`src/rtl/booth_mult_pkg.sv`:
```
// Shared width, counter width and FSM state encoding for the Booth multiplier.
package booth_mult_pkg;

  localparam int WIDTH = 32;
  localparam int CNT_W = $clog2(WIDTH);

  typedef enum logic [1:0] {
    IDLE = 2'd0,
    RUN  = 2'd1,
    DONE = 2'd2
  } state_t;

endpackage

```
`src/rtl/booth_step.sv`:
```
// One radix-2 Booth iteration: conditional add/subtract of M into A, then an
// arithmetic right shift of {A, Q, q_m1}. Purely combinational.
module booth_step
  import booth_mult_pkg::*;
#(
  parameter int N = WIDTH
) (
  input  logic [N:0]   i_a,
  input  logic [N-1:0] i_q,
  input  logic         i_q_m1,
  input  logic [N:0]   i_m,
  output logic [N:0]   o_a,
  output logic [N-1:0] o_q,
  output logic         o_q_m1
);

  logic         w_sub;
  logic         w_en;
  logic [N:0]   w_addend;
  logic [N:0]   w_sum;

  // {Q0,q_m1} = 10 subtracts, 01 adds, 00/11 leaves A alone.
  assign w_sub    = i_q[0] & ~i_q_m1;
  assign w_en     = i_q[0] ^ i_q_m1;

  // Subtraction shares the adder: A + ~M + 1.
  assign w_addend = w_sub ? ~i_m : i_m;
  assign w_sum    = w_en ? (i_a + w_addend + {{N{1'b0}}, w_sub}) : i_a;

  // A is N+1 bits wide, so its top bit is the true sign even for -2^(N-1).
  assign o_a      = {w_sum[N], w_sum[N:1]};
  assign o_q      = {w_sum[0], i_q[N-1:1]};
  assign o_q_m1   = i_q[0];

endmodule

```
`src/rtl/booth_multiplier.sv`:
```
// Sequential signed multiplier, one Booth step per clock. Operands are captured
// when start is accepted; the product register only changes on completion or
// reset.
module booth_multiplier
  import booth_mult_pkg::*;
#(
  parameter int N = WIDTH
) (
  input  logic           i_clk,
  input  logic           i_reset,
  input  logic           i_start,
  input  logic [N-1:0]   i_multiplicand,
  input  logic [N-1:0]   i_multiplier,
  output logic           o_busy,
  output logic           o_done,
  output logic [2*N-1:0] o_product
);

  localparam int CW = (N > 1) ? $clog2(N) : 1;

  state_t         r_state;
  state_t         w_state_next;
  logic [N:0]     r_a;
  logic [N:0]     r_m;
  logic [N-1:0]   r_q;
  logic           r_q_m1;
  logic [CW-1:0]  r_count;
  logic [2*N-1:0] r_product;

  logic [N:0]     w_a_next;
  logic [N-1:0]   w_q_next;
  logic           w_q_m1_next;
  logic           w_accept;
  logic           w_last;

  booth_step #(.N(N)) u_step (
    .i_a    (r_a),
    .i_q    (r_q),
    .i_q_m1 (r_q_m1),
    .i_m    (r_m),
    .o_a    (w_a_next),
    .o_q    (w_q_next),
    .o_q_m1 (w_q_m1_next)
  );

  assign w_last    = (r_count == CW'(N - 1));
  assign o_product = r_product;

  // State register; reset dominates any start in the same cycle.
  always_ff @(posedge i_clk) begin
    if (i_reset) begin
      r_state <= IDLE;
    end else begin
      r_state <= w_state_next;
    end
  end

  // Next-state, start acceptance and status outputs.
  always_comb begin
    w_state_next = r_state;
    w_accept     = 1'b0;
    o_busy       = 1'b0;
    o_done       = 1'b0;
    case (r_state)
      IDLE: begin
        if (i_start) begin
          w_accept     = 1'b1;
          w_state_next = RUN;
        end
      end
      RUN: begin
        o_busy = 1'b1;
        if (w_last) begin
          w_state_next = DONE;
        end
      end
      DONE: begin
        o_done = 1'b1;
        if (i_start) begin
          w_accept     = 1'b1;
          w_state_next = RUN;
        end else begin
          w_state_next = IDLE;
        end
      end
      default: begin
        w_state_next = IDLE;
      end
    endcase
  end

  // Operand capture, per-cycle Booth iteration and product latch on the final step.
  always_ff @(posedge i_clk) begin
    if (i_reset) begin
      r_a       <= '0;
      r_q       <= '0;
      r_q_m1    <= 1'b0;
      r_m       <= '0;
      r_count   <= '0;
      r_product <= '0;
    end else if (w_accept) begin
      r_a       <= '0;
      r_q       <= i_multiplier;
      r_q_m1    <= 1'b0;
      r_m       <= {i_multiplicand[N-1], i_multiplicand};
      r_count   <= '0;
    end else if (r_state == RUN) begin
      r_a       <= w_a_next;
      r_q       <= w_q_next;
      r_q_m1    <= w_q_m1_next;
      r_count   <= r_count + 1'b1;
      if (w_last) begin
        r_product <= {w_a_next[N-1:0], w_q_next};
      end
    end
  end

endmodule

```
`config.mk`:
```
export PLATFORM = sky130hd
export DESIGN_NAME = booth_multiplier
export DESIGN_NICKNAME = d
export VERILOG_FILES = /design/src/rtl/booth_mult_pkg.sv /design/src/rtl/booth_step.sv /design/src/rtl/booth_multiplier.sv
export SDC_FILE = /design/constraint.sdc
export NUM_CORES = 1
export LEC_CHECK = 0
export ABC_CLOCK_PERIOD_IN_PS = 8100
export CAP_MARGIN = 20
export CORE_UTILIZATION = 58
export DETAILED_ROUTE_END_ITERATION = 8
export GPL_TIMING_DRIVEN = 0
export PLACE_DENSITY = 0.86
export RECOVER_POWER = 25
export SLEW_MARGIN = 40
export SYNTH_ARGS = -nofsm -noshare
export SYNTH_HDL_FRONTEND = slang
export SYNTH_SLANG_ARGS = --single-unit
export TNS_END_PERCENT = 30
```
`constraint.sdc`:
```
create_clock -name i_clk -period 8.1 [get_ports i_clk]
set_input_delay 0.81 -clock i_clk [delete_from_list [all_inputs] [get_ports i_clk]]
set_output_delay 0.81 -clock i_clk [all_outputs]
set_load 0.05 [all_outputs]
```
; ---- After elaboration in Yosys (flattened, before gate mapping)
; Index checks and enable logic that the tools add are counted.
[classes]
div = 0
n_bitwise = 5
add_sub_neg = 3
n_reduce_logical = 6
order_cmp = 0
n_shift = 0
n_eq_ne = 5
muxes = 12
mul = 0
[ops]
columns = operator, count
row1 = $mux 33, 2
row2 = $mux 32, 2
row3 = $add 33x1->33, 1
row4 = $add 33x33->33, 1
row5 = $not 33->33, 1
row6 = $pmux 2 s3, 1
row7 = $add 5x1->5 const B, 1
row8 = $eq 5x5->1 const B, 1
row9 = $mux 1, 5
row10 = $mux 2, 2
row11 = $ne 2x2->1 const B, 2
row12 = $reduce_or 2->1, 2
row13 = $reduce_and 3->1, 1
row14 = $eq 2x1->1 const B, 1
row15 = $eq 2x2->1 const B, 1
row16 = $logic_not 2->1, 1
row17 = $not 1->1, 2
row18 = $reduce_and 2->1, 1
row19 = $reduce_bool 2->1, 1
row20 = $and 1x1->1, 1
row21 = $xor 1x1->1, 1
[word_totals]
romBits = 0
latchBits = 0
mem_bits_rw = 0
n_memories = 0
elab_cells = 38
register_bits = 168

; ---- Longest topological paths before layout
[depth]
ltp_word = 8
mapped_depth = 15

; ---- By module
; From an unflattened synthesis, not the netlist that was laid out.
[hier_totals]
cells_unflattened = 1129
hier_area_um2 = 8728.4
[by_module_without_submodules]
columns = mod, seq_area_each_um2, area_each_um2, n_inst, cells_per_inst
row1 = booth_multiplier, 3383.2, 6045.8, 1, 746
row2 = booth_step, 0.0, 2682.6, 1, 383

; ---- Worst setup path before layout
; OpenSTA, ideal clock, no wires.
[synth_timing]
path_kind = reg2reg
from = register r_q_m1
to = register r_product[59], in the netlist o_product[59]
t_arrival_ns = 3.475
n_path_buf = 2
setup_slack_ns = 4.511
required_ns = 7.986
path_stages_with_launch = 15
path_cell_list = dfxtp_1 inv_1 ha_1 buf_2 clkbuf_1 xor2_1 fa_1 a211o_1 a41o_1 a31o_1 a211oi_4 o21bai_1 a21oi_1 xor2_1 a2111oi_0
[synth_via]
elab_chain_len = 6
word_cells_on_any_way = 7
cone_classes = 2 x add/sub / 2 x mux / 3 x bitwise
[synth_rtl]
columns = item, line_no
row1 = "start, declared", booth_multiplier.sv:26  ; logic r_q_m1;
row2 = "start signal, assigned", booth_multiplier.sv:110  ; r_q_m1 <= w_q_m1_next;
row3 = $not 1->1, booth_step.sv:23  ; assign w_sub = i_q[0] & ~i_q_m1;
row4 = $and 1x1->1, booth_step.sv:23
row5 = $mux 33, booth_step.sv:27  ; assign w_addend = w_sub ? ~i_m : i_m;
row6 = $add 33x33->33, booth_step.sv:28  ; assign w_sum = w_en ? (i_a + w_addend + {{N{1'b0}}, w_sub}) : i_a;
row7 = $add 33x1->33, booth_step.sv:28
row8 = $mux 33 *, booth_step.sv:28
row9 = "end signal, assigned", booth_multiplier.sv:113  ; r_product <= {w_a_next[N-1:0], w_q_next};
row10 = "end, declared", booth_multiplier.sv:28  ; logic [2*N-1:0] r_product;
; Mark *: on every way between the ends. The rest lies on a longest branch, timed or not.
; A chain may end at the register's enable or synchronous reset.

; ---- Final worst setup path
[layout_timing]
from = register r_q[0]
to = register r_product[59], in the netlist o_product[59]
[layout_via]
elab_chain_len = 5
word_cells_on_any_way = 6
cone_classes = 2 x add/sub / 2 x mux / 2 x bitwise
[layout_rtl]
columns = item, line_no
row1 = "start, declared", booth_multiplier.sv:25  ; logic [N-1:0] r_q;
row2 = "start signal, assigned", booth_multiplier.sv:103  ; r_q <= i_multiplier;
row3 = "start signal, assigned", booth_multiplier.sv:109  ; r_q <= w_q_next;
row4 = $and 1x1->1, booth_step.sv:23
row5 = $mux 33, booth_step.sv:27
row6 = $add 33x33->33, booth_step.sv:28
row7 = $add 33x1->33, booth_step.sv:28
row8 = $mux 33 *, booth_step.sv:28
; Marked as above.

==> results.md <==
* Status: complete, no violations
* Seq/Total Area, Yosys at 0.406
* Worst Path Required at approximately 8400 ps
* Gpl congestion at 0.923
* Leakage at about 4 nW
* Peak supply drop at 0.175 mV
* Clk_lat worst skew at 440 ps
* Crit path buf inv count at 3
* Max stage delay on crit path at 640 ps
* Core Area at 13900 sq um
* Switching Share at 0.307
* Final cell count without fillers at 1373
* Hold_sp: o_product[8]
* Largest cells by area after synthesis: dfxtp_1 (41%), nand2_1 (7.9%), a21oi_1 (6.7%)
* Max-capacitance violation count at 0
* P_sw at roughly 0.00065 W
* CP max stage cell: clkbuf_1
* Max Clock Freq at 0.245 GHz
* Synth Area in Compound Gates at 0.224
* Share of cells above drive strength 1 at 0.0495
* CTS Buf Count at 17
* Clock share of power at 0.383
* Initial Util at 0.596
* Mapped Nets at roughly 1.1k
* Number of clock sinks at 168
* Row Count at 43
* Chip height at 121 um
* Syn_area_per_cell at 8.04 sq um
* Tcrit/Tclk final at 0.504
* Number of enable flip-flop cells after synthesis at 0
* Count of final setup violators at 0
* Worst hold path depth at 2
* Vias in the first global route at 7672
* Synthesis warning total at 0
* CTS root buf: clkbuf_16
* Largest family of logic cells by synthesized area: compound AO/OA/AOI/OAI gates
* H-tree depth at 4
* Final ANT Viol Nets at 0
* Crit-path cells: ha_1, buf_2, clkbuf_1, xor2_1, ha_1, buf_6, a21o_1, a21o_1, a2111o_1, a211oi_4, o21bai_1, a21oi_1, xor2_1, a2111oi_0
* Most instantiated cells after synthesis: nand2_1 (175), dfxtp_1 (168), nor2_1 (128)
* Placed insts at 1341
* Slew HR at 0.451
* Sequential Power Share at 0.420
* Post-Route WL at 24.2 mm
* Total Power at ~0.0021 W
* Largest net degree at the start of global routing at 17
* Vias after detailed routing at around 8.1k
* Worst slew pin tran at 824 ps
* Hold Path End: o_product[8]
* Yosys top cell by area: dfxtp_1
* P_int at 0.00147 W
* Count leader, synth: nand2_1
* # hold bufs at CTS at 0
* Minimum clock period at approximately 4100 ps
* Post-layout nets at 1282
* CP top delay family: compound AO/OA/AOI/OAI gates
* Post-Synth XOR/XNOR Area at 0.0656
* Fin. max-slew vios at 0
* Post-synthesis adder-cell area fraction at 0.0538
* DRC at 0
* Total GRT Usage at 0.337
* FF+latch count, synth at 168
* Top-area cell type share of the netlist area at 0.406
* Post-CTS Setup Repair Bufs at 0
* Vias per Instance at slightly below 6
* Die outline area at 14800 sq um
* R2R cell count at 14
* TritonCTS clock tree: yes
* Initial antenna violation count at 0
* Setup TNS at 0 ps
* Mux cell area share after synthesis at 0.00907
* Max FO, Critical Path at 10
* Pwr per Cell Area at between 200 and 250 nW/um^2
* Fillers at around 1.1k
* Dominant synthesized flop cell: dfxtp_1
* Clock-pin slew on the worst setup and hold paths at 70 ps
* Critical R2R Launch: r_q[0]
* Wirelength per Cell at 17.6 um
* PostCTS Resize Cnt at 0
* ANT cells at 0
* Simple-Gate Fraction of Synth Area at 0.198
* Ys async rst share at 0
* Cell Area, Placed at 9810 sq um
* Gate Count Post-Synth at around 1.0k
* Critical Path Start Type: register
* Post-detail-place hpwl at ~17 mm
* Comb power frac at 0.198
* First-pass GRT wire length at 38.3 mm
* R2R setup slack at between 4000 and 5000 ps
* Type of the worst setup path: register to register
* Worst setup EP type: register
* Clk buf depth at 2
* Synthesized area at 8280 sq um
* First-pass DRT Iterations at 5
* Hold crit path type: register to register
* RSZ-0062 raised after global routing: no
* Fin. Hold Viols at 0
* Die width at 121 um
* Design Area, Final at 10400 sq um
* Port buffer count at 131
* DRT iter0 DRCs at 777
* Area growth from synthesis to final layout at 25.7%
* Crit Reg-Reg Endpoint: o_product[59]
* Grt ovf at 0
* Netlist cell types at 65
* Data arrival time of the critical path at between 4000 and 5000 ps
* Worst Skew at about 10 ps
* Io pins at roughly 130
## per-stage QoR
stage	setup WS (ps)	hold WS (ps)	utilization
3_3_place_gp	3800	442	0.707
3_5_place_dp	3820	449	0.707
4_1_cts	3720	457	0.749
6_report	4020	460	0.749
5_1_grt	3780	472	0.749
2_1_floorplan	4510	436	-
## cells by family (layout without fill, tap and decap cells)
family,count (synthesis),in the layout
AND/OR/NAND/NOR,391,391
AO/OA/AOI/OAI,279,279
flip-flops,168,168
buffers and inverters,88,251
XOR/XNOR,62,62
adder cells (fa/ha/maj),35,35
multiplexers,7,7
## sequential cells by signal, summed over array words and instances, names as in the netlist
signal     cells
r_a           32
o_product     64
r_count        5
r_q           32
r_q_m1         1
r_m           32
r_state        2
## power by group through the flow
| stage | Combinational (W) | Sequential (W) | Clock, W |
|---|---|---|---|
| after floorplan | 0.000292 | 0.000901 | 0 |
| after global placement | 0.000400 | 0.000909 | 0 |
| after detailed placement | 0.000408 | 0.000910 | 0 |
| after CTS | 0.000413 | 0.000892 | 0.000812 |
| after global routing | 0.000459 | 0.000897 | 0.000853 |
| final | 0.000421 | 0.000893 | 0.000814 |
## layout make-up
type,count,area [sq um],share of cell area
Clock buffer,20,457,0.0439
Sequential cell,168,3360,0.323
Timing Repair Buffer,131,1310,0.126
Tap cell,180,225,0.0217
Buffer,83,339,0.0326
Inverter,5,18.8,0.00180
Clock inverter,12,130,0.0125
Multi-Input combinational cell,774,4560,0.438
## cells in the final DEF, fill, tap and decap left out, drive strengths merged, types with 7 or more instances in the layout
cell type | synthesis | routed
a2111oi | 10 | 10
a211oi | 32 | 32
a21o | 18 | 18
a21oi | 110 | 110
a31oi | 14 | 14
buf | 24 | 19
clkbuf | 59 | 84
clkdlybuf4s50 | 0 | 130
dfxtp | 168 | 168
ha | 34 | 34
inv | 4 | 10
nand2 | 175 | 175
nand2b | 18 | 18
nand4 | 8 | 8
nor2 | 128 | 128
nor2b | 7 | 7
nor3 | 39 | 39
o21ai | 32 | 32
o22ai | 31 | 31
xnor2 | 18 | 18
xor2 | 44 | 44
## worst reg2reg max path, delay by kind of cell (launching register included)
family | cells | cell delay (ps)
AO/OA/AOI/OAI | 7 | 1900
XOR/XNOR | 2 | 270
adder cells (fa/ha/maj) | 2 | 480
buffers and inverters | 3 | 940
flip-flops | 1 | 370
## per-layer routing
metal / up-vias / wire length (um) / global-route usage
met1: 3794 / 10600 / 0.443
li1: 3895 / - / -
met3: 63 / 1700 / 0.0672
met4: 0 / 763 / 0.142
met2: 365 / 11100 / 0.536
met5: - / 0 / 0
## worst max path at each step
stage          slack (ps)  startpoint            end  cells past startpoint
4_1_cts              3720      r_q[0]  o_product[59]                     13
3_5_place_dp         3820      r_q[0]        r_a[27]                     13
6_report             4020      r_q[0]  o_product[59]                     14
5_1_grt              3780      r_q[0]  o_product[60]                     14
3_3_place_gp         3800      r_q[0]  o_product[59]                     13
2_1_floorplan        4510      r_q_m1  o_product[59]                     14
No activity file was read; power rests on OpenSTA's default activity.
